**config.mk**
```make
export PLATFORM = sky130hd
export DESIGN_NAME = mpd_io_cfg_loader
export DESIGN_NICKNAME = d
export VERILOG_FILES = /design/src/rtl/mpd_io_cfg_loader.sv
export SDC_FILE = /design/constraint.sdc
export NUM_CORES = 2
export LEC_CHECK = 0
export CORE_MARGIN = 10
export CORE_UTILIZATION = 40
export CTS_BUF_LIST = sky130_fd_sc_hd__clkbuf_2
export DETAILED_ROUTE_END_ITERATION = 12
export GPL_TIMING_DRIVEN = 0
export PLACE_DENSITY = 0.58
export SLEW_MARGIN = 15
export SYNTH_ARGS = -nofsm -noshare
export SYNTH_HDL_FRONTEND = slang
export SYNTH_SLANG_ARGS = --single-unit
```
**constraint.sdc**
```tcl
create_clock -name wb_clk_i -period 45.9 [get_ports wb_clk_i]
set_input_delay 11.475 -clock wb_clk_i [delete_from_list [all_inputs] [get_ports wb_clk_i]]
set_output_delay 11.475 -clock wb_clk_i [all_outputs]
set_load 0.005 [all_outputs]
```
**src/rtl/mpd_io_cfg_loader.sv**
```systemverilog
// Serial loader for per-pad fabric configuration words. Each 12-bit word carries one odd-parity bit.
// The staged words reach fabric_config only after the whole frame has passed its parity checks.
module mpd_io_cfg_loader #(
  parameter int NUM_IO = 38,
  parameter int CFG_W  = 12
) (
  input  logic                    wb_clk_i,
  input  logic                    wb_rst_i,
  input  logic                    cfg_start,
  input  logic                    cfg_strobe,
  input  logic                    cfg_bit,
  output logic [NUM_IO*CFG_W-1:0] fabric_config,
  output logic                    fabric_done,
  output logic                    cfg_busy,
  output logic                    cfg_error
);

  localparam int WC_W = (NUM_IO > 1) ? $clog2(NUM_IO) : 1;
  localparam logic [WC_W-1:0] LAST_WORD = WC_W'(NUM_IO - 1);
  localparam logic [3:0]      PAR_SLOT  = 4'(CFG_W);

  typedef enum logic [1:0] {IDLE, LOAD, COMMIT, ERROR} state_t;

  state_t                    state_reg, state_next;
  logic [3:0]                bit_cnt_reg;
  logic [WC_W-1:0]           word_cnt_reg;
  logic                      parity_reg;
  logic [CFG_W-1:0]          stage_reg [NUM_IO];
  logic [NUM_IO*CFG_W-1:0]   stage_flat;

  logic load_strobe, parity_slot, parity_good, last_word, commit_en;

  // A start pulse in the same cycle as a strobe discards that strobe.
  assign load_strobe = (state_reg == LOAD) && cfg_strobe && !cfg_start;
  assign parity_slot = (bit_cnt_reg == PAR_SLOT);
  assign parity_good = parity_reg ^ cfg_bit;
  assign last_word   = (word_cnt_reg == LAST_WORD);
  assign commit_en   = (state_reg == COMMIT) && !cfg_start;

  always_ff @(posedge wb_clk_i or posedge wb_rst_i) begin
    if (wb_rst_i) state_reg <= IDLE;
    else          state_reg <= state_next;
  end

  always_comb begin
    state_next = state_reg;
    if (cfg_start) begin
      state_next = LOAD;
    end else begin
      case (state_reg)
        LOAD: begin
          if (load_strobe && parity_slot) begin
            if (!parity_good)   state_next = ERROR;
            else if (last_word) state_next = COMMIT;
          end
        end
        COMMIT:  state_next = IDLE;
        default: state_next = state_reg;
      endcase
    end
  end

  always_comb begin
    cfg_busy  = (state_reg == LOAD) || (state_reg == COMMIT);
    cfg_error = (state_reg == ERROR);
  end

  always_ff @(posedge wb_clk_i or posedge wb_rst_i) begin
    if (wb_rst_i) begin
      bit_cnt_reg  <= '0;
      word_cnt_reg <= '0;
      parity_reg   <= 1'b0;
    end else if (cfg_start) begin
      bit_cnt_reg  <= '0;
      word_cnt_reg <= '0;
      parity_reg   <= 1'b0;
    end else if (load_strobe) begin
      if (!parity_slot) begin
        bit_cnt_reg <= bit_cnt_reg + 4'd1;
        parity_reg  <= parity_reg ^ cfg_bit;
      end else begin
        bit_cnt_reg <= '0;
        parity_reg  <= 1'b0;
        if (parity_good && !last_word) word_cnt_reg <= word_cnt_reg + WC_W'(1);
      end
    end
  end

  // Each word shifts MSB first, so a complete word fully overwrites leftovers of an aborted frame.
  for (genvar gi = 0; gi < NUM_IO; gi++) begin : g_stage
    always_ff @(posedge wb_clk_i or posedge wb_rst_i) begin
      if (wb_rst_i) begin
        stage_reg[gi] <= '0;
      end else if (load_strobe && !parity_slot && (word_cnt_reg == WC_W'(gi))) begin
        stage_reg[gi] <= {stage_reg[gi][CFG_W-2:0], cfg_bit};
      end
    end
    assign stage_flat[gi*CFG_W +: CFG_W] = stage_reg[gi];
  end

  always_ff @(posedge wb_clk_i or posedge wb_rst_i) begin
    if (wb_rst_i) begin
      fabric_config <= '0;
      fabric_done   <= 1'b0;
    end else if (cfg_start) begin
      fabric_done   <= 1'b0;
    end else if (commit_en) begin
      fabric_config <= stage_flat;
      fabric_done   <= 1'b1;
    end
  end

endmodule

```
======== Word-level counts from Yosys, hierarchy flattened ========
Cells that the tools add are included.
word-level totals
  register bits ........................... 926
  latch bits .............................. 0
  RAM bits ................................ 0
  ROM bits ................................ 0
  input port bits ......................... 5
  output and inout bits ................... 459
  word-level logic and storage cells ...... 165
  memories ................................ 0
operators by class
  add/subtract/negate cells ............... 2
  multiply operators ...................... 0
  divide/modulo/power cells ............... 0
  $lt $le $gt $ge ......................... 0
  equality and inequality tests ........... 43
  shift-type cells ........................ 0
  mux-type cells .......................... 17
  bitwise logic cells ..................... 2
  reduce and logical (&&, ||, !) cells .... 57
operators by type and width
  cell                   count
  $eq A6 B5 Y1 const B   16
  $eq A6 B4 Y1 const B   8
  $logic_and A1 B1 Y1    44
  $eq A6 B6 Y1 const B   6
  $eq A6 B3 Y1 const B   4
  $mux W6                4
  $eq A6 B2 Y1 const B   2
  $mux W4                3
  $mux W2                4
  $reduce_bool A2 Y1     4
  $add A6 B1 Y6 const B  1
  $eq A6 B1 Y1 const B   1
  $logic_not A6 Y1       1
  $reduce_and A3 Y1      2
  $mux W1                5
  $add A4 B1 Y4 const B  1
  $eq A2 B2 Y1 const B   2
  $eq A4 B4 Y1 const B   1
  $ne A4 B4 Y1 const B   1
  $pmux W2 S2            1
  $logic_not A1 Y1       3
  $ne A3 B2 Y1 const B   1
  $reduce_bool A3 Y1     1
  $eq A2 B1 Y1 const B   1
  other kinds (4)        4

======== Logic depth before layout (Yosys ltp) ========
  depth after elaboration ................. 7
  gate-level depth with buffers ........... 9
  depth with buffers taken out ............ 6

======== Least setup slack after synthesis ========
No wires, ideal clock.
  path kind ............................... input -> register
  start ................................... input port cfg_start
  end ..................................... register stage_reg (netlist bit stage_flat[48])
  setup time .............................. 0.125 ns
  arrival ................................. 12.856 ns
  data required time ...................... 45.775 ns
  path slack .............................. 32.919 ns
  stages .................................. 6
  path buffers ............................ 2
  path through ............................ nand3b_1 > or3_1 > buf_6 > nor2_4 > buf_8 > mux2_4
between the ends
  word-level cells in the longest chain between the ends .. 4
RTL lines
  what                               RTL line  RTL
  from (decl)                        9         input logic cfg_start,
  $logic_not A1 Y1                   34        assign load_strobe = (state_reg == LOAD) && cfg_strobe && !cfg_start;
  $logic_and A1 B1 Y1                34
  $logic_and A1 B1 Y1 (2 in series)  94        end else if (load_strobe && !parity_slot && (word_cnt_reg == WC_W'(gi))) begin
  to (signal, indexed assignment)    95        stage_reg[gi] <= {stage_reg[gi][CFG_W-2:0], cfg_bit};
  to (decl)                          28        logic [CFG_W-1:0] stage_reg [NUM_IO];
Every way passes these cells.
A chain may end at the register's enable or synchronous reset.

======== Worst setup path in the final report ========
  start ................................... register state_reg[0]
  end ..................................... output port cfg_busy
between the ends
  word-level cells in the longest chain between the ends .. 2
  elaborated cells between the ends (all ways) .. 3
  classes of those cells .................. eq/ne (2); reduce/logical (1)
RTL lines
  what                                                 RTL line  RTL
  from (decl)                                          24        state_t state_reg, state_next;
  from (signal assigned)                               42        else state_reg <= state_next;
  $eq A2 B1 Y1 / $eq A2 B2 Y1 (equally long branches)  64        cfg_busy = (state_reg == LOAD) || (state_reg == COMMIT);
  $logic_or A1 B1 Y1 *                                 64
  to (decl)                                            14        output logic cfg_busy,
Mark *: on every way between the ends. The rest lies on a longest branch, timed or not.

==> flow_metrics.tcl <==
set metrics [dict create \
    fp.dieArea_um2 101000 \
    wire_per_inst_um 20.9 \
    power.density_nw_per_um2 32.7 \
    ys_ff_latch 926 \
    syn_inst 2076 \
    swShare_pct 26.2 \
    syn-num-nets 2090 \
    clkTransAtPathRegs_ps 100 \
    cts-root-buf "clkbuf_2" \
    slowest_delay_ps 610 \
    syn_avg_cell_area_um2 17.1 \
    status "completed" \
    nNetsFinal 2798 \
    grt_pass1_vias 21811 \
    slew_viol_final 0 \
    synth_area_leaders "dfrtp_1 (65%), mux2_2 (23%), mux2_4 (5.9%)" \
    tritoncts "done" \
    cp.buffers_inverters 3 \
    final_util_pct 49.7 \
    dp.cells 3713 \
    fmax_mhz 69.8 \
    syn_area_um2 35600 \
    combPwrFrac_pct 5.0 \
    worstPathArrival_ps 2860 \
    grt_usage_pct 16.9 \
    power_w 0.00144 \
    cp_common_cell "inv_1" \
    vdd_ir_drop_max_mv 0.0228 \
    reg2reg_slack_ps 42750 \
    power_switching_w 0.000376 \
    cts.sinks 926 \
    p_int_w 0.00106 \
    htree_levels 4 \
    grt_pass1_wl_um 133000 \
    worstPathRequired_ps 34420 \
    pin_count 464 \
    ant_nets 0 \
    p_leak_nw 22.2 \
    fin_worst_skew_ps 82.7 \
    port_buffers 463 \
    multiInputGateArea_um2 11700 \
    seqPwrFrac_pct 57.7 \
    drc_errors 0 \
    path_max_fanout 3 \
    grt_overflow_total 0 \
    cp_slowest_cell "clkdlybuf4s50_1" \
    num-fill-cells 7699 \
    synth_ff_type "dfrtp_1" \
    seq_area_frac_synth_pct 65.1 \
    areaGrowthSynthToFinish_pct 23.4 \
    antenna_found_initial 5 \
    drtIter0Drc 862 \
    synth-edff-count 0 \
    clockPowerShare_pct 37.3 \
    worst_pin_slew_ps 1130 \
    drive_above_1_share_pct 45.6 \
    instances_no_fill 4110 \
    cts_buffer_depth 3 \
    viasPerCell 4.80 \
    dp_hpwl_um 60700 \
    clock_latency_ps 1460 \
    vias 19717 \
    cp_cell_sequence "inv_1 -> ha_1 -> inv_1 -> clkdlybuf4s50_1" \
    rows 109 \
    post-cts-setup-buffers 0 \
    grt_max_degree 117 \
    yosysMostFrequentCell "dfrtp_1" \
    yosysWarnings 0 \
    synth_top_area_share_pct 65.1 \
    finalWirelength_um 85700 \
    hold_class "flop to flop" \
    whs_ps 434 \
    criticalPathCategory "flop to primary output" \
    hold_violations 0 \
    dr.pass1.iters 5 \
    setup_viol 0 \
    synth-async-reset-ratio_pct 100 \
    synthDistinctLibCells 36 \
    rsz0062_at_grt "no" \
    die_w_um 318 \
    fp.coreArea_um2 88400 \
    finalCriticalPeriod_ps 14330 \
    chipHeight_um 318 \
    start_util_pct 40.3 \
    endpoint_kind "primary output" \
    cts_resized 0 \
    finalSetupTns_ps 0 \
    yosysTopAreaCell "dfrtp_1" \
    regArea_um2 23200 \
    cts_buffers 234 \
    slew_headroom_pct 24.3 \
    startpoint_type "flop" \
    cp_top_family "buffers and inverters" \
    cts_hold_buf 0 \
    fin_crit_sh_pct 31.2 \
    routabilityCongestion 0.758 \
    ys_top_cells_by_count "dfrtp_1 (926), mux2_2 (732), mux2_4 (140)" \
    cap_violations 0 \
]
[logic make-up (layout without fill, tap and decap cells)]
logic type,after synthesis,in the layout,share of synthesized area [%]
buf+inv,110,977,1.99
fa+ha+maj,9,9,0.316
other cells,0,2,0
compound gates,21,21,0.337
simple gates,94,94,1.83
flops,926,926,65.1
mux,914,914,30.4
xor+xnor,2,2,0.0492
[worst paths after layout]
path | depth (start not counted) | endpoint | start
max in group asynchronous | 6 | fabric_config[176] | wb_rst_i
max reg2reg | 8 | stage_flat[318] | state_reg[1]
min reg2reg | 1 | fabric_config[287] | stage_flat[287]
max | 4 | cfg_busy | state_reg[0]
min in group asynchronous | 2 | fabric_config[31] | wb_rst_i
min | 1 | fabric_config[287] | stage_flat[287]
[power groups by stage]
| stage | logic, W | registers, W | clock network, W |
|---|---|---|---|
| 6_report | 0.0000722 | 0.000828 | 0.000535 |
| 5_1_grt | 0.0000802 | 0.000830 | 0.000608 |
| 4_1_cts | 0.0000753 | 0.000828 | 0.000567 |
| 3_5_place_dp | 0.0000751 | 0.000844 | 0 |
| 3_3_place_gp | 0.0000705 | 0.000846 | 0 |
| 2_1_floorplan | 0.0000469 | 0.000844 | 0 |
[metrics by stage]
| step | instance area, um^2 | setup WS (ps) |
|---|---|---|
| finish | 43900 | 31570 |
| global route | 43900 | 31220 |
| CTS | 43900 | 31210 |
| detailed placement | 42000 | 31300 |
| global placement | 41700 | -1210 |
| floorplan | 35600 | 8390 |
[cell type report]
| type | count | share of cell area [%] |
|---|---|---|
| Sequential cell | 926 | 52.7 |
| Multi-Input combinational cell | 1040 | 26.7 |
| Timing Repair Buffer | 472 | 11.1 |
| Clock buffer | 335 | 3.82 |
| Tap cell | 1165 | 3.32 |
| Buffer | 100 | 1.53 |
| Clock inverter | 60 | 0.709 |
| Inverter | 10 | 0.102 |
| Antenna cell | 2 | 0.0114 |
[metal layers]
| layer | vias to the layer above | global-route usage (%) | routed length, um |
|---|---|---|---|
| met2 | 519 | 27.7 | 42200 |
| met3 | 130 | 7.22 | 7100 |
| met1 | 10194 | 19.7 | 34700 |
| met4 | 6 | 5.45 | 1600 |
| li1 | 8868 | - | - |
| met5 | - | 0 | 111 |
[worst reg2reg max path, stage by stage (launching register included)]
cell	delay (ps)
dfrtp_1	430
inv_1	70
ha_1	210
and3b_1	160
buf_2	140
nand4b_1	710
nor2_1	620
buf_4	280
mux2_2	350
[placed cells by master, fill, tap and decap left out, types with 2 or more instances in the layout]
cell	synthesis	routed
ha_1	9	9
nand3_1	8	8
nor2_1	23	23
clkbuf_2	0	337
or3_1	2	2
buf_16	0	9
mux2_2	732	732
nand4b_1	3	3
mux2_4	140	140
o21ai_0	11	11
nor2b_1	3	3
inv_1	10	9
clkinv_1	0	46
buf_4	10	10
nor3_1	3	3
inv_2	0	4
dfrtp_1	926	926
a21oi_1	7	7
clkinvlp_4	0	2
inv_6	0	4
diode_2	0	2
buf_6	17	17
and2_1	3	3
nand3b_1	2	2
nand2_1	22	22
clkbuf_1	11	9
nand3_4	10	10
buf_8	4	4
bufinv_16	0	2
xor2_1	2	2
buf_2	56	56
nor2_4	10	10
clkdlybuf4s50_1	0	463
mux2_1	41	41
(Power assumes the default switching activity.)
